==> config.mk <==
export PLATFORM = sky130hd
export DESIGN_NAME = smg_scan_ctrl
export DESIGN_NICKNAME = d
export VERILOG_FILES = /design/src/rtl/smg_scan_ctrl.sv
export SDC_FILE = /design/constraint.sdc
export NUM_CORES = 1
export LEC_CHECK = 0
export BUFFER_PORTS_ARGS = -buffer_cell sky130_fd_sc_hd__buf_2
export CORE_MARGIN = 2
export CORE_UTILIZATION = 50
export CTS_CLUSTER_DIAMETER = 100
export DETAILED_ROUTE_END_ITERATION = 10
export HOLD_SLACK_MARGIN = 0.02
export PLACE_DENSITY = 0.7
export SLEW_MARGIN = 5
export SYNTH_ARGS = -nofsm -noshare
export SYNTH_HDL_FRONTEND = slang
export SYNTH_SLANG_ARGS = --single-unit
export TNS_END_PERCENT = 20
==> constraint.sdc <==
create_clock -name CLK -period 6.4 [get_ports CLK]
set_input_delay 0.32 -clock CLK [delete_from_list [all_inputs] [get_ports CLK]]
set_output_delay 0.32 -clock CLK [all_outputs]
set_load 0.02 [all_outputs]
==> src/rtl/smg_scan_ctrl.sv <==
// Multiplexed seven-segment scan controller: drives one active-low segment bus across NDIG
// active-low digit selects, with frame-consistent shadow codes loaded via req/ack.
module smg_scan_ctrl #(
  parameter int NDIG    = 6,
  parameter int T_DWELL = 49_999,
  parameter int T_BLANK = 499
) (
  input  logic              CLK,
  input  logic              RST,
  input  logic              enable,
  input  logic              load_req,
  input  logic [8*NDIG-1:0] load_data,
  output logic              load_ack,
  output logic [7:0]        Row_Scan_Sig,
  output logic [NDIG-1:0]   Column_Scan_Sig,
  output logic              frame_done,
  output logic [1:0]        dbg_state
);

  localparam int TMAX = (T_DWELL > T_BLANK) ? T_DWELL : T_BLANK;
  localparam int CW   = (TMAX < 1) ? 1 : $clog2(TMAX + 1);
  localparam int IW   = $clog2(NDIG);
  localparam logic [CW-1:0] DWELL_LIM = CW'(T_DWELL);
  localparam logic [CW-1:0] BLANK_LIM = CW'(T_BLANK);
  localparam logic [IW-1:0] LAST_IDX  = IW'(NDIG - 1);

  typedef enum logic [1:0] {IDLE = 2'd0, SHOW = 2'd1, BLANK = 2'd2} state_t;

  state_t        state, state_nx;
  logic [CW-1:0] cnt, cnt_nx;
  logic [IW-1:0] idx, idx_nx;
  logic [7:0]    shadow  [NDIG];
  logic [7:0]    pending [NDIG];
  logic          pend_valid;
  logic          boundary;
  logic          wrap_q;
  logic [7:0]    row_nx;
  logic [NDIG-1:0] col_nx;
  logic          fd_nx;

  assign dbg_state = state;
  assign boundary  = enable && (state == BLANK) && (cnt == BLANK_LIM) && (idx == LAST_IDX);

  always_ff @(posedge CLK or posedge RST) begin
    if (RST) begin
      state <= IDLE;
      cnt   <= '0;
      idx   <= '0;
    end else begin
      state <= state_nx;
      cnt   <= cnt_nx;
      idx   <= idx_nx;
    end
  end

  always_comb begin
    state_nx = state;
    cnt_nx   = cnt;
    idx_nx   = idx;
    if (!enable) begin
      state_nx = IDLE;
      cnt_nx   = '0;
      idx_nx   = '0;
    end else begin
      case (state)
        IDLE: begin
          state_nx = SHOW;
          cnt_nx   = '0;
          idx_nx   = '0;
        end
        SHOW: begin
          if (cnt == DWELL_LIM) begin
            state_nx = BLANK;
            cnt_nx   = '0;
          end else begin
            cnt_nx = cnt + CW'(1);
          end
        end
        BLANK: begin
          if (cnt == BLANK_LIM) begin
            state_nx = SHOW;
            cnt_nx   = '0;
            idx_nx   = (idx == LAST_IDX) ? '0 : idx + IW'(1);
          end else begin
            cnt_nx = cnt + CW'(1);
          end
        end
        default: begin
          state_nx = IDLE;
          cnt_nx   = '0;
          idx_nx   = '0;
        end
      endcase
    end
  end

  // Outputs are registered from the current state, so digit data and column select move together.
  always_comb begin
    row_nx = 8'hFF;
    col_nx = '1;
    fd_nx  = wrap_q && enable;
    if (enable && (state == SHOW)) begin
      row_nx = shadow[idx];
      col_nx = ~(NDIG'(1) << idx);
    end
  end

  always_ff @(posedge CLK or posedge RST) begin
    if (RST) begin
      Row_Scan_Sig    <= 8'hFF;
      Column_Scan_Sig <= '1;
      frame_done      <= 1'b0;
      wrap_q          <= 1'b0;
    end else begin
      Row_Scan_Sig    <= row_nx;
      Column_Scan_Sig <= col_nx;
      frame_done      <= fd_nx;
      wrap_q          <= boundary;
    end
  end

  // Handshake: load_req is a level held with stable load_data until load_ack; a request is
  // captured only while pending is empty, and load_ack pulses the cycle after capture.
  always_ff @(posedge CLK or posedge RST) begin
    if (RST) begin
      shadow     <= '{default: 8'hFF};
      pending    <= '{default: 8'hFF};
      pend_valid <= 1'b0;
      load_ack   <= 1'b0;
    end else begin
      load_ack <= 1'b0;
      if (pend_valid && (boundary || (state == IDLE))) begin
        shadow     <= pending;
        pend_valid <= 1'b0;
      end else if (load_req && !pend_valid) begin
        for (int k = 0; k < NDIG; k++) pending[k] <= load_data[8*k +: 8];
        pend_valid <= 1'b1;
        load_ack   <= 1'b1;
      end
    end
  end

endmodule

* After elaboration in Yosys (flattened, before gate mapping)
Cells that the tools add are included.
Storage, ports and cells: bits in registers 135, input port bits 52, output and inout port bits 18, word-level logic and storage cells 71
Cells by class: $add $sub $neg 2, magnitude comparators 1, equality and inequality tests 8, shift-type cells 1, multiplexer cells 21, bitwise logic cells 3, reductions and logical operators 14
Operators by type and width (count):
- $mux 16 | 3
- $pmux 16 s2 | 1
- $bmux 8 s3 | 1
- $mux 8 | 3
- $add 16x1->16 const B | 1
- $eq 16x16->1 const B | 1
- $eq 16x9->1 const B | 1
- $mux 3 | 3
- $logic_and 1x1->1 | 7
- $mux 2 | 3
- $mux 6 | 1
- $not 6->6 | 1
- $pmux 2 s3 | 1
- $pmux 3 s2 | 1
- $reduce_and 2->1 | 3
- $shl 1x3->6 const A | 1
- $ge 4x4->1 const B | 1
- $mux 1 | 4
- $not 3->4 | 1
- $add 3x1->3 const B | 1
- $eq 3x3->1 const B | 1
- $ne 3x2->1 const B | 1
- $ne 3x3->1 const B | 1
- $eq 2x1->1 const B | 1
- 7 further kinds | 7

* Depth between registers and ports, before layout
word-level depth 8, gate-level depth with buffers 8

* Worst setup path before layout
No wires, ideal clock.
kind reg2reg, start point register cnt[0], end point register shadow[0] in the netlist's numbering, library setup time 82 ps, data arrival time 1885 ps, data required time 6318 ps, slack 4432 ps, cell stages (with the launch flop) 9, path buffers 2, path through dfrtp_1 > ha_1 > nor4b_2 > nand4_2 > nor3_4 > o21ai_2 > buf_6 > buf_6 > mux2_4
On the way: cells in the longest elaborated chain, start to end 5
Ends and longest elaborated chain:
- from (decl) | RTL line 30 | logic [CW-1:0] cnt, cnt_nx;
- from (signal assigned) | RTL line 51 | cnt <= cnt_nx;
- $eq 16x9->1 | RTL line 42 | assign boundary = enable && (state == BLANK) && (cnt == BLANK_LIM) && (idx == LAST_IDX);
- $logic_and 1x1->1 (2 in series) | RTL line 42
- net boundary | RTL line 35 | logic boundary;
- $logic_or 1x1->1 | RTL line 132 | if (pend_valid && (boundary || (state == IDLE))) begin
- $logic_and 1x1->1 | RTL line 132
- to (signal assigned) | RTL line 133 | shadow <= pending;
- to (decl) | RTL line 32 | logic [7:0] shadow [NDIG];
The timed path passes the listed nets, and every way through them passes these cells. A chain may end at the register's enable or synchronous reset.

* Worst setup path after layout
start point register idx[0], end point register shadow[31] in the netlist's numbering
On the way: cells in the longest elaborated chain, start to end 4
Ends and longest elaborated chain:
- from (decl) | RTL line 31 | logic [IW-1:0] idx, idx_nx;
- from (signal assigned) | RTL line 52 | idx <= idx_nx;
- $eq 3x3->1 | RTL line 42
- $logic_and 1x1->1 | RTL line 42
- net boundary | RTL line 35
- $logic_or 1x1->1 | RTL line 132
- $logic_and 1x1->1 | RTL line 132
The timed path passes the listed nets, and every way through them passes these cells.

==> results.yml <==
setup_path:
  cp.arrival_ps: 3120
  worstPathRequired_ps: 6740
  slowest_delay_ps: 750
  critPathBufInv: 1
  worstPathCellList: "nor2b_1, nand2_1, nor3_4, o21ai_4, buf_4, mux2_2"
  crit_type: "flop to flop"
  rrSetupSlack_ps: 3610
  cp-end-kind: "flop"
  crit_fanout: 34
  critPathLaunchType: "flop"
  slowest_stage: "dfrtp_1"
  crit_family: "flip-flops"
route:
  via_count: 3251
  dr_wl_met2_mm: 4.67
  topRoutingLayerUsed: "met4"
  drt-total-wl_mm: 10.5
  wire_per_inst_um: 17.1
  met3WireLength_um: 447
  m1WireLength_mm: 5.25
  post_drt_via_cell_ratio: 5.29
  first_pass_iters: 4
  drtAntennaViolNets: 0
  dr.first_iter.drc_count: 182
  route.detailed.drc: 0
yosys:
  ys_warn_count: 0
  synthTopCellsByCount: "dfstp_2, mux2_2, dfrtp_1, nor2_1, mux2_4"
  synth_edf_count: 0
  synth_most_common_cell: "dfstp_2"
  syn-cell-area_um2: 5850
  netlist_instances: 388
  syn_nets: 446
  yosysTopAreaCellShare_pct: 49.4
  synthTopCellsByArea: "dfstp_2, mux2_2, dfrtp_1"
  yosysUniqueCellTypes: 40
  syn_area_per_cell_um2: 15.1
  synth_seq_cells: 135
  async_flop_share_pct: 100
  synthFlopType: "dfstp_2"
  seq_area_frac_synth_pct: 60.1
  synth_top_area_cell: "dfstp_2"
timing:
  finClkSkew_ps: 5.10
  fmax_mhz: 359
  min_period_ps: 2790
  setup_viol: 0
  period_share_pct: 43.6
  finalMaxSlewViolations: 0
  rsz0062_at_grt: "false"
  slew_headroom_pct: 32.3
  timing.setup.tns_ps: 0
  setup_ws_ps: 3610
  final_hold_viol_count: 0
  worstMarginPinSlew_ps: 1020
hold_path:
  hold_path.class: "primary input to flop"
power_and_ir_drop:
  p_comb_share_pct: 25.7
  swShare_pct: 25.8
  pwr-share-clk_pct: 28.2
  intPower_w: 0.00265
  leakage_nw: 2.89
  peakVddDrop_mv: 0.274
  p_per_area_nw_per_um2: 515
  p_sw_w: 0.000921
  sequentialPowerShare_pct: 46.1
cts:
  ctsHoldBuffers: 0
  cts_max_level: 4
  clkSinkCount: 135
  cts_resized: 0
  numCtsBuffers: 17
  root_buffer: "clkbuf_16"
  cts_tree: "built"
  clk_pin_slew_worst_paths_ps: 60
  insertion_delay_ps: 410
  post_cts.repair.setup_buffers: 0
  max-clock-path-buffers: 2
die:
  start_util_pct: 51.2
  die_area_um2: 12600
  die_h_um: 112
  coreArea_um2: 11400
  rows: 39
  die-width_um: 112
  pin_count: 70
global_route:
  grt_max_degree: 88
  grt_usage_pct: 18.4
  grt_first_pass_wirelength_mm: 17.9
  grt_pass1_vias: 3439
  antenna_found_initial: 0
  overflow: 0
layout:
  fill_cells: 890
  layout-drive-gt1-share_pct: 71.2
  area_delta_synth_final_pct: 18.5
  nets: 517
  stdcell_count: 615
  antenna_cells: 0
placed_design:
  routabilityCongestion: 0.767
  detailed_place_hpwl_mm: 6.95
  dp.cells: 583
  numPortBuffers: 69
  dpl_worst_slack_ps: 3600
run:
  max_cap_viol_count: 0
outcome:
  outcome: "finished clean"
## routing by layer
metal / track usage [%] / vias to the layer above
met5: 0 / -
met4: 6.67 / 0
met3: 6.05 / 12
met2: 25.8 / 68
met1: 26.9 / 1645
li1: - / 1526
## worst register-to-register path, cell delays in order, from the launching register on
cell	delay (ps)
dfrtp_1	750
nor2b_1	330
nand2_1	170
nor3_4	60
o21ai_4	430
buf_4	550
mux2_2	420
## power by group through the flow
stage	Clock, W	Sequential, W	Combinational, W
floorplan	0	0.00157	0.000783
global placement	0	0.00165	0.000885
detailed placement	0	0.00166	0.000920
CTS	0.00103	0.00165	0.000929
global route	0.00107	0.00169	0.000991
finish	0.00101	0.00164	0.000917
## layout by cell type (no fill, tap or decap), drive strengths merged, types with 2 or more instances in the layout
cell / synthesis / layout
ha: 6 / 6
xor2: 7 / 7
xnor2: 7 / 7
nor2b: 3 / 3
and4: 2 / 2
o21ai: 7 / 7
dfrtp: 25 / 25
nor2: 24 / 24
dfstp: 110 / 110
clkinvlp: 0 / 3
nor3: 6 / 6
and3: 2 / 2
mux2: 105 / 105
mux4: 8 / 8
nor4b: 2 / 2
clkbuf: 5 / 20
bufinv: 0 / 3
a221o: 8 / 8
buf: 15 / 72
inv: 5 / 7
nand3: 8 / 8
and2: 4 / 4
nand2: 14 / 14
clkinv: 0 / 4
nand4: 5 / 5
## final timing paths
kind	start	endpoint	cells after the start
worst min-delay path	load_data[11]	pending[35]	2
worst max-delay path	idx[0]	shadow[31]	6
max in group asynchronous	RST	cnt[12]	3
worst max register to register	idx[0]	shadow[31]	6
min in group asynchronous	RST	load_ack	2
worst min register to register	idx[2]	Column_Scan_Sig[4]	1
## stage by stage
| stage | power [W] | util [%] | instance area (um^2) | hold WS [ps] |
|---|---|---|---|---|
| after detailed placement | 0.00258 | 55.2 | 6310 | 476 |
| after global routing | 0.00375 | 60.7 | 6930 | 123 |
| after floorplan | 0.00236 | - | 5850 | 414 |
| final | 0.00357 | 60.7 | 6930 | 138 |
| after CTS | 0.00361 | 60.7 | 6930 | 122 |
| after global placement | 0.00253 | 55.2 | 6310 | 466 |
## area by class of cell
cell class	count	area (um^2)	area share, %
clock buffers	20	478	6.90
clock inverters	12	145	2.09
inverters	5	21.3	0.307
multi-input cells	228	2220	32.1
flip-flops and latches	135	3520	50.7
well taps	143	179	2.58
repair buffers	72	368	5.31
## cells by family after synthesis
logic type,count (synthesis),share of synthesized area [%]
flip-flops,135,60.1
multiplexers,114,24.8
AND/OR/NAND/NOR,76,7.08
buffers and inverters,25,2.14
AO/OA/AOI/OAI,18,2.52
XOR/XNOR,14,2.10
adder cells (fa/ha/maj),6,1.28
## state kept, by name, summed over array words and instances, names as in the netlist
| register | flops |
|---|---|
| pending | 48 |
| shadow | 48 |
| cnt | 16 |
| Row_Scan_Sig | 8 |
| Column_Scan_Sig | 6 |
| idx | 3 |
| dbg_state | 2 |
| frame_done | 1 |
| load_ack | 1 |
| pend_valid | 1 |
| wrap_q | 1 |
No activity file was read; power rests on OpenSTA's default activity.
